<file path="src/rtl/fir_sched.sv">
// rtl/fir_sched.sv - Scheduler for a 29-tap symmetric FIR with five pre-adder/multiplier lanes
//
// Purpose:
//   Sequences one filter output per input sample. LOAD pops the sample and shifts the delay
//   line. PH0..PH2 then issue the 15 symmetric tap pairs over five lanes. Delayed markers
//   tell the accumulator when to clear, when to add, and when its result is complete.
//   Coefficient writes are accepted only in COEF. That state is entered only after all
//   in-flight products have drained.
//
// Optional feature (macro FIR_SCHED_BACK2BACK_EN):
//   defined   - PH2 goes straight to LOAD when another sample is ready (4 cycles/sample).
//   undefined - PH2 always returns to IDLE (5 cycles/sample).
//
// Ports:
//   Clk         in   rising-edge clock
//   Reset       in   asynchronous active-low reset
//   FifoEmpty   in   input sample FIFO empty flag
//   FifoRd      out  pop one I/Q sample
//   ShiftEn     out  shift delay line, popped sample enters entry 0
//   PushCoef    in   coefficient write request, high for every write cycle
//   CoefWrEn    out  coefficient RAM write enable
//   CoefBusy    out  write request not being accepted
//   AddrA       out  5 x 5-bit operand-A tap indices, lane l at [5l+4:5l]
//   AddrB       out  5 x 5-bit operand-B tap indices, same packing
//   CoefSel     out  5 x 4-bit coefficient pair indices, lane l at [4l+3:4l]
//   CenterZero  out  zero lane 4 operand B (center tap is not paired)
//   AccClr      out  load accumulator with product instead of adding
//   AccEn       out  accumulate lane products
//   PushOut     out  accumulator holds a complete output

module fir_sched #(
   parameter int PIPE_LAT = 4,
   parameter int NTAP     = 29
) (
   input  logic        Clk,
   input  logic        Reset,
   input  logic        FifoEmpty,
   output logic        FifoRd,
   output logic        ShiftEn,
   input  logic        PushCoef,
   output logic        CoefWrEn,
   output logic        CoefBusy,
   output logic [24:0] AddrA,
   output logic [24:0] AddrB,
   output logic [19:0] CoefSel,
   output logic        CenterZero,
   output logic        AccClr,
   output logic        AccEn,
   output logic        PushOut
);

   localparam int LAST = NTAP - 1;

   typedef enum logic [2:0] {
      S_IDLE = 3'd0,
      S_LOAD = 3'd1,
      S_PH0  = 3'd2,
      S_PH1  = 3'd3,
      S_PH2  = 3'd4,
      S_COEF = 3'd5
   } state_t;

   state_t                r_state;
   state_t                w_state_nxt;
   logic [PIPE_LAT-1:0]   r_vld_pipe;
   logic [PIPE_LAT-1:0]   r_first_pipe;
   logic [PIPE_LAT:0]     r_push_pipe;
   logic                  w_issue;
   logic                  w_first;
   logic                  w_last;
   logic                  w_in_flight;
   int                    w_phase;

   assign w_issue = (r_state == S_PH0) || (r_state == S_PH1) || (r_state == S_PH2);
   assign w_first = (r_state == S_PH0);
   assign w_last  = (r_state == S_PH2);

   // The pending-output pipe is one stage longer than the product pipe. This keeps a
   // coefficient update off until the cycle after PushOut, once the result has been taken.
   assign w_in_flight = (|r_vld_pipe) || (|r_push_pipe);

   always_ff @(posedge Clk or negedge Reset) begin
      if (!Reset) begin
         r_state      <= S_IDLE;
         r_vld_pipe   <= '0;
         r_first_pipe <= '0;
         r_push_pipe  <= '0;
      end else begin
         r_state         <= w_state_nxt;
         r_vld_pipe[0]   <= w_issue;
         r_first_pipe[0] <= w_first;
         r_push_pipe[0]  <= w_last;
         for (int i = 1; i < PIPE_LAT; i++) begin
            r_vld_pipe[i]   <= r_vld_pipe[i-1];
            r_first_pipe[i] <= r_first_pipe[i-1];
         end
         for (int i = 1; i <= PIPE_LAT; i++) begin
            r_push_pipe[i] <= r_push_pipe[i-1];
         end
      end
   end

   always_comb begin
      w_state_nxt = r_state;
      case (r_state)
         S_IDLE: begin
            if (PushCoef && !w_in_flight) begin
               w_state_nxt = S_COEF;
            end else if (!FifoEmpty && !PushCoef) begin
               w_state_nxt = S_LOAD;
            end
         end
         S_LOAD: w_state_nxt = S_PH0;
         S_PH0:  w_state_nxt = S_PH1;
         S_PH1:  w_state_nxt = S_PH2;
         S_PH2: begin
`ifdef FIR_SCHED_BACK2BACK_EN
            if (!FifoEmpty && !PushCoef) begin
               w_state_nxt = S_LOAD;
            end else begin
               w_state_nxt = S_IDLE;
            end
`else
            w_state_nxt = S_IDLE;
`endif
         end
         S_COEF: begin
            if (!PushCoef) begin
               w_state_nxt = S_IDLE;
            end
         end
         default: w_state_nxt = S_IDLE;
      endcase
   end

   // Lane l of phase p handles tap pair k = 5p + l, mirrored about the center tap.
   // At k = 14 the mirror index equals the center tap, so operand B is forced to zero.
   always_comb begin
      AddrA      = '0;
      AddrB      = '0;
      CoefSel    = '0;
      CenterZero = 1'b0;
      w_phase    = 0;
      if (r_state == S_PH1) begin
         w_phase = 1;
      end else if (r_state == S_PH2) begin
         w_phase = 2;
      end
      if (w_issue) begin
         for (int l = 0; l < 5; l++) begin
            AddrA[5*l +: 5]   = 5'(5 * w_phase + l);
            AddrB[5*l +: 5]   = 5'(LAST - (5 * w_phase + l));
            CoefSel[4*l +: 4] = 4'(5 * w_phase + l);
         end
      end
      if (w_last) begin
         CenterZero = 1'b1;
      end
   end

   // IDLE enters LOAD only with data present. The extra gate keeps a misbehaving FIFO flag
   // from ever seeing a pop while empty.
   assign FifoRd   = (r_state == S_LOAD) && !FifoEmpty;
   assign ShiftEn  = (r_state == S_LOAD);
   assign CoefWrEn = (r_state == S_COEF) && PushCoef;
   assign CoefBusy = (r_state != S_COEF);
   assign AccEn    = r_vld_pipe[PIPE_LAT-1];
   assign AccClr   = r_first_pipe[PIPE_LAT-1];
   assign PushOut  = r_push_pipe[PIPE_LAT];

endmodule

</file>
<file path="config.mk">
export PLATFORM = sky130hd
export DESIGN_NAME = fir_sched
export DESIGN_NICKNAME = d
export VERILOG_FILES = /design/src/rtl/fir_sched.sv
export SDC_FILE = /design/constraint.sdc
export NUM_CORES = 1
export LEC_CHECK = 0
export ABC_CLOCK_PERIOD_IN_PS = 2900
export CELL_PAD_IN_SITES_DETAIL_PLACEMENT = 0
export CELL_PAD_IN_SITES_GLOBAL_PLACEMENT = 1
export CORE_ASPECT_RATIO = 1.1
export CORE_MARGIN = 2
export CORE_UTILIZATION = 23
export DETAILED_ROUTE_END_ITERATION = 10
export HOLD_SLACK_MARGIN = 0.12
export PLACE_DENSITY_LB_ADDON = 0.3
export SLEW_MARGIN = 0
export SYNTH_ARGS = -nofsm -noshare
export SYNTH_HDL_FRONTEND = slang
export SYNTH_SLANG_ARGS = --single-unit
</file>
<file path="constraint.sdc">
create_clock -name Clk -period 2.9 [get_ports Clk]
set_clock_uncertainty 0.1 [all_clocks]
set_input_delay 0.58 -clock Clk [delete_from_list [all_inputs] [get_ports Clk]]
set_output_delay 0.58 -clock Clk [all_outputs]
set_load 0.01 [all_outputs]
</file>
# Word-level counts from Yosys, hierarchy flattened
# Index checks and enable logic that the tools add are counted.
# W data, S select, Z words.
dict set report totals {
  word_cells 46
  romBits 0
  memories 0
  mem_bits_rw 0
  latch_bits 0
  inputBits 4
  out_inout_bits 78
  register_bits 16
}
dict set report op_classes {
  n_bitwise 0
  addsub 9
  mux 10
  eq_ne 8
  n_div 0
  n_lt_le_gt_ge 0
  shifts 0
  reduce_logical 14
  mul 1
}
# cell n
set ops {}
lappend ops {{$mux W25} 2}
lappend ops {{$mul A4 B32 Y5 const A} 1}
lappend ops {{$mux W32} 1}
lappend ops {{$sub A3 B5 Y5 const A} 5}
lappend ops {{$mux W20} 1}
lappend ops {{$pmux W3 S5} 1}
lappend ops {{$add A5 B3 Y5 const B} 2}
lappend ops {{$mux W3} 3}
lappend ops {{$eq A3 B2 Y1 const B} 2}
lappend ops {{$eq A3 B3 Y1 const B} 2}
lappend ops {{$ne A3 B3 Y1 const B} 2}
lappend ops {{$add A5 B2 Y5 const B} 1}
lappend ops {{$add A5 B4 Y5 const B} 1}
lappend ops {{$reduce_or A5 Y1} 1}
lappend ops {{$logic_and A1 B1 Y1} 4}
lappend ops {{$reduce_or A4 Y1} 1}
lappend ops {{$eq A3 B1 Y1 const B} 1}
lappend ops {{$logic_not A1 Y1} 3}
lappend ops {{$logic_not A3 Y1} 1}
lappend ops {{$logic_or A1 B1 Y1} 3}
lappend ops {{$mux W2} 1}
lappend ops {{$ne A2 B2 Y1 const B} 1}
lappend ops {{$reduce_and A2 Y1} 1}
lappend ops {{$mux W1} 1}

# Logic depth before layout (Yosys ltp)
dict set report depth {
  word_depth 7
  ltp_mapped 6
  depth_no_buf 4
}

# Least setup slack after synthesis
# Ideal clock, no wire load.
dict set report synth_path {
  kind {reg2out}
  startpoint {register r_state[1]}
  endpoint {output AddrA[12]}
  n_path_buf 2
  stages_incl_launch_ff 6
  arrival_time_ns 1.918
  path_slack_ns 0.302
  required_time_ns 2.220
  cell_sequence {dfrtp_1 -> buf_2 -> nand2b_1 -> nor2_1 -> or2_1 -> buf_4}
}
dict set report synth_between {
  elab_chain_len 6
  word_cells_on_any_way 10
  classes_between {add/sub: 1; mul: 1; eq/ne: 3; mux: 3; reduce/logical: 2}
}
# item line_no
set synth_lines {}
lappend synth_lines {{start: declaration} 63} ;# state_t r_state;
lappend synth_lines {{start signal: assignment} 89} ;# r_state <= w_state_nxt;
lappend synth_lines {{$eq A3 B3 Y1} {74, 146}}
lappend synth_lines {{$mux W2} 146} ;# end else if (r_state == S_PH2) begin
lappend synth_lines {{$mux W32} 144} ;# if (r_state == S_PH1) begin
lappend synth_lines {{$mul A4 B32 Y5} n/a}
lappend synth_lines {{$add A5 B3 Y5} n/a}
lappend synth_lines {{$mux W25 (*)} 149} ;# if (w_issue) begin
lappend synth_lines {{end: declaration} 43} ;# output logic [24:0] AddrA,
# Every way passes the cells marked *; elsewhere a longest branch is shown, timed or not.

# Final worst setup path
dict set report layout_path {
  startpoint {register r_state[2]}
  endpoint {output AddrB[20]}
}
dict set report layout_between {
  elab_chain_len 6
  word_cells_on_any_way 10
  classes_between {add/sub: 2; mul: 1; eq/ne: 3; mux: 2; reduce/logical: 2}
}
# item line_no
set layout_lines {}
lappend layout_lines {{$eq A3 B2 Y1} {74, 144}}
lappend layout_lines {{$mux W32} 144}
lappend layout_lines {{$mul A4 B32 Y5} n/a}
lappend layout_lines {{$add A5 B4 Y5} n/a}
lappend layout_lines {{$sub A3 B5 Y5} 152} ;# AddrB[5*l +: 5] = 5'(LAST - (5 * w_phase + l));
lappend layout_lines {{$mux W25 (*)} 149}
lappend layout_lines {{end: declaration} 44} ;# output logic [24:0] AddrB,
# Marked as above.

==> reports/results.txt <==
Final hold vios: 0
Die height: 75.4 um
Initial core utilization: 0.243
Startpoint Class: flip-flop
Actual slew at the worst max-slew pin: 0.683 ns
Area delta synth->final: 40.7%
Area after DPL: 1440 um2
Worst Path Required: 2.22 ns
TritonCTS clock tree: built
Core area: 4380 um2
Synth unique cells: 25
Die Span X: 68.9 um
Wire length per cell: 10.7 um
Initial DRC count: 34
Reg2reg start: r_state[1]
Top delay family on crit path: buffers and inverters
Top post-synthesis cells by area: buf_4 (44%), dfrtp_1 (38%), and2_1 (1.8%), nor2b_1 (1.2%), nor4_1 (1.2%)
Diodes inserted: 0
DR pass1 iterations: 4
Post CTS Setup Buffer Count: 0
Tot Pwr: 1.84 mW
Synth Instances: 111
Sum Neg Setup Slack: 0 ns
Status: finished, final reports clean
First-pass GRT wire length: 2.60 mm
Fin. max-slew vios: 0
CP Buf/Inv Count: 2
FP Rows: 25
Via/cell ratio: 3.64
Post-Syn Area: 1060 um2
Max IR drop VDD: 523 uV
CP startpoint: r_state[2]
H-Tree Depth: 1
Syn_area_per_cell: 9.59 um2
Hold wc startpoint: r_first_pipe[0]
Clock buffer depth: 2
Total GRT Usage: 0.0675
Critical Path Sink Type: output port
Setup violators final: 0
GP Congestion: 0.743
Clk_lat worst skew: 0.25 ns
Critical path peak fanout: 12
Critical path, cell by cell: nand2b_2 > inv_2 > and2_1 > clkdlybuf4s50_1
Final period util: 0.926
P_leak: 0.610 nW
Final nets: 137
Setup CP Type: reg -> out
CTS Buf Count: 3
Slowest CP cell: clkdlybuf4s50_1
Largest area contributor in the netlist: buf_4
F_max: 0.372 GHz
DRC Markers: 0
Relative slew slack: 0.543
Hold/Removal Path Class: reg -> reg
RSZ-0062 raised after global routing: no
Die area: 5190 um2
Worst EP arrival: 2.01 ns
Number of global-route vias before repair: 569
HPWL Detailed: 1.56 mm
Seq/Total Area, Yosys: 0.376
Seq cells post-synth: 16
ANT nets after route: 0
Clock-pin slew on the worst setup and hold paths: 0.06 ns
Slowest Stage Delay on Critical Path: 0.61 ns
CTS sink cnt: 16
Share of cells above drive strength 1: 0.0758
GRT overflow: 0
I/O Pins: 82
Max-cap violations: 0
Clock root buffer master: clkbuf_8
Total number of vias: 677
Port buffer count: 76
Total of warnings raised by yosys: 0
Initial antenna violation count: 0
Routed wire length: 2.00 mm
Number of fillers in the final layout: 435
Largest net degree at the start of global routing: 17
Area share of the largest cell type after synthesis: 0.444
Power density cells: 1230 nW/um2
Design area: 1500 um2
Final min period: 2.69 ns
timing repair:
item / in CTS / in global routing
endpoints found under the setup margin: 0 / 11
hold buffers: 0 / 0
gates resized for setup: 0 / 1
cells in the mapped netlist:
cell	instances
conb_1	1
and2_4	1
o21bai_1	1
nand2_1	1
o21ai_1	1
and2_1	3
xnor2_1	1
nand2b_1	1
and4b_1	1
inv_2	1
or2_1	1
nand3b_1	1
a21oi_1	2
buf_4	63
nor3b_1	1
o21ai_0	2
nand4_1	1
buf_2	2
nor2b_1	2
nand2b_2	1
dfrtp_1	16
nor2_1	3
nor4_1	2
inv_1	1
o2bb2ai_1	1
state kept, by name, summed over array words and instances (netlist names):
register / cells
r_first_pipe: 4
r_push_pipe: 5
r_state: 3
r_vld_pipe: 4
cell type report:
cell class	instances	area [um2]	share of cell area
Sequential cell	16	400	0.267
Tap cell	54	67.6	0.0451
Inverter	2	7.51	0.00501
Multi-Input combinational cell	32	191	0.128
Timing Repair Buffer	78	776	0.518
Clock buffer	4	55.1	0.0368
per-stage QoR:
stage                     std cells  hold slack (ns)  setup slack (ns)   util
after floorplan                 115            0.184             0.302      -
after detailed placement        182            0.239             0.343  0.329
final                           186            0.252             0.214  0.342
after global placement          182            0.236             0.377  0.329
after global routing            186            0.265            0.0732  0.342
after CTS                       186            0.252            0.0961  0.341
path summary, 6_finish.rpt:
path                       cells past startpoint               to  slack (ns)
max                                            4        AddrB[20]        0.21
min                                            0  r_first_pipe[1]        0.25
max reg2reg                                    3   r_push_pipe[0]        1.61
min reg2reg                                    0  r_first_pipe[1]        0.25
max in group asynchronous                      1   r_push_pipe[3]        1.62
min in group asynchronous                      1  r_first_pipe[3]        0.65
cell families after synthesis:
logic type / synth area share
other: 0.00352
flip-flops: 0.376
XOR/XNOR: 0.00823
AND/OR/NAND/NOR: 0.113
AO/OA/AOI/OAI: 0.0388
buffers and inverters: 0.461
power breakdown:
part | switching, mW | internal (mW)
clock | 0.0725 | 0.120
combinational | 0.510 | 0.761
sequential | 0.0741 | 0.307
cells in the final DEF, fill, tap and decap left out, types with 3 or more instances in the layout:
| cell type | n |
|---|---|
| and2_1 | 3 |
| clkbuf_8 | 4 |
| clkdlybuf4s50_1 | 76 |
| conb_1 | 5 |
| dfrtp_1 | 16 |
| nor2_1 | 3 |
per-layer routing:
layer | up-vias | routed length [um] | track usage
li1 | 322 | - | -
met1 | 304 | 830 | 0.0817
met2 | 49 | 935 | 0.110
met3 | 2 | 217 | 0.0236
met4 | 0 | 16 | 0.0261
met5 | - | 0 | 0
Power figures use the tool's default switching activity.
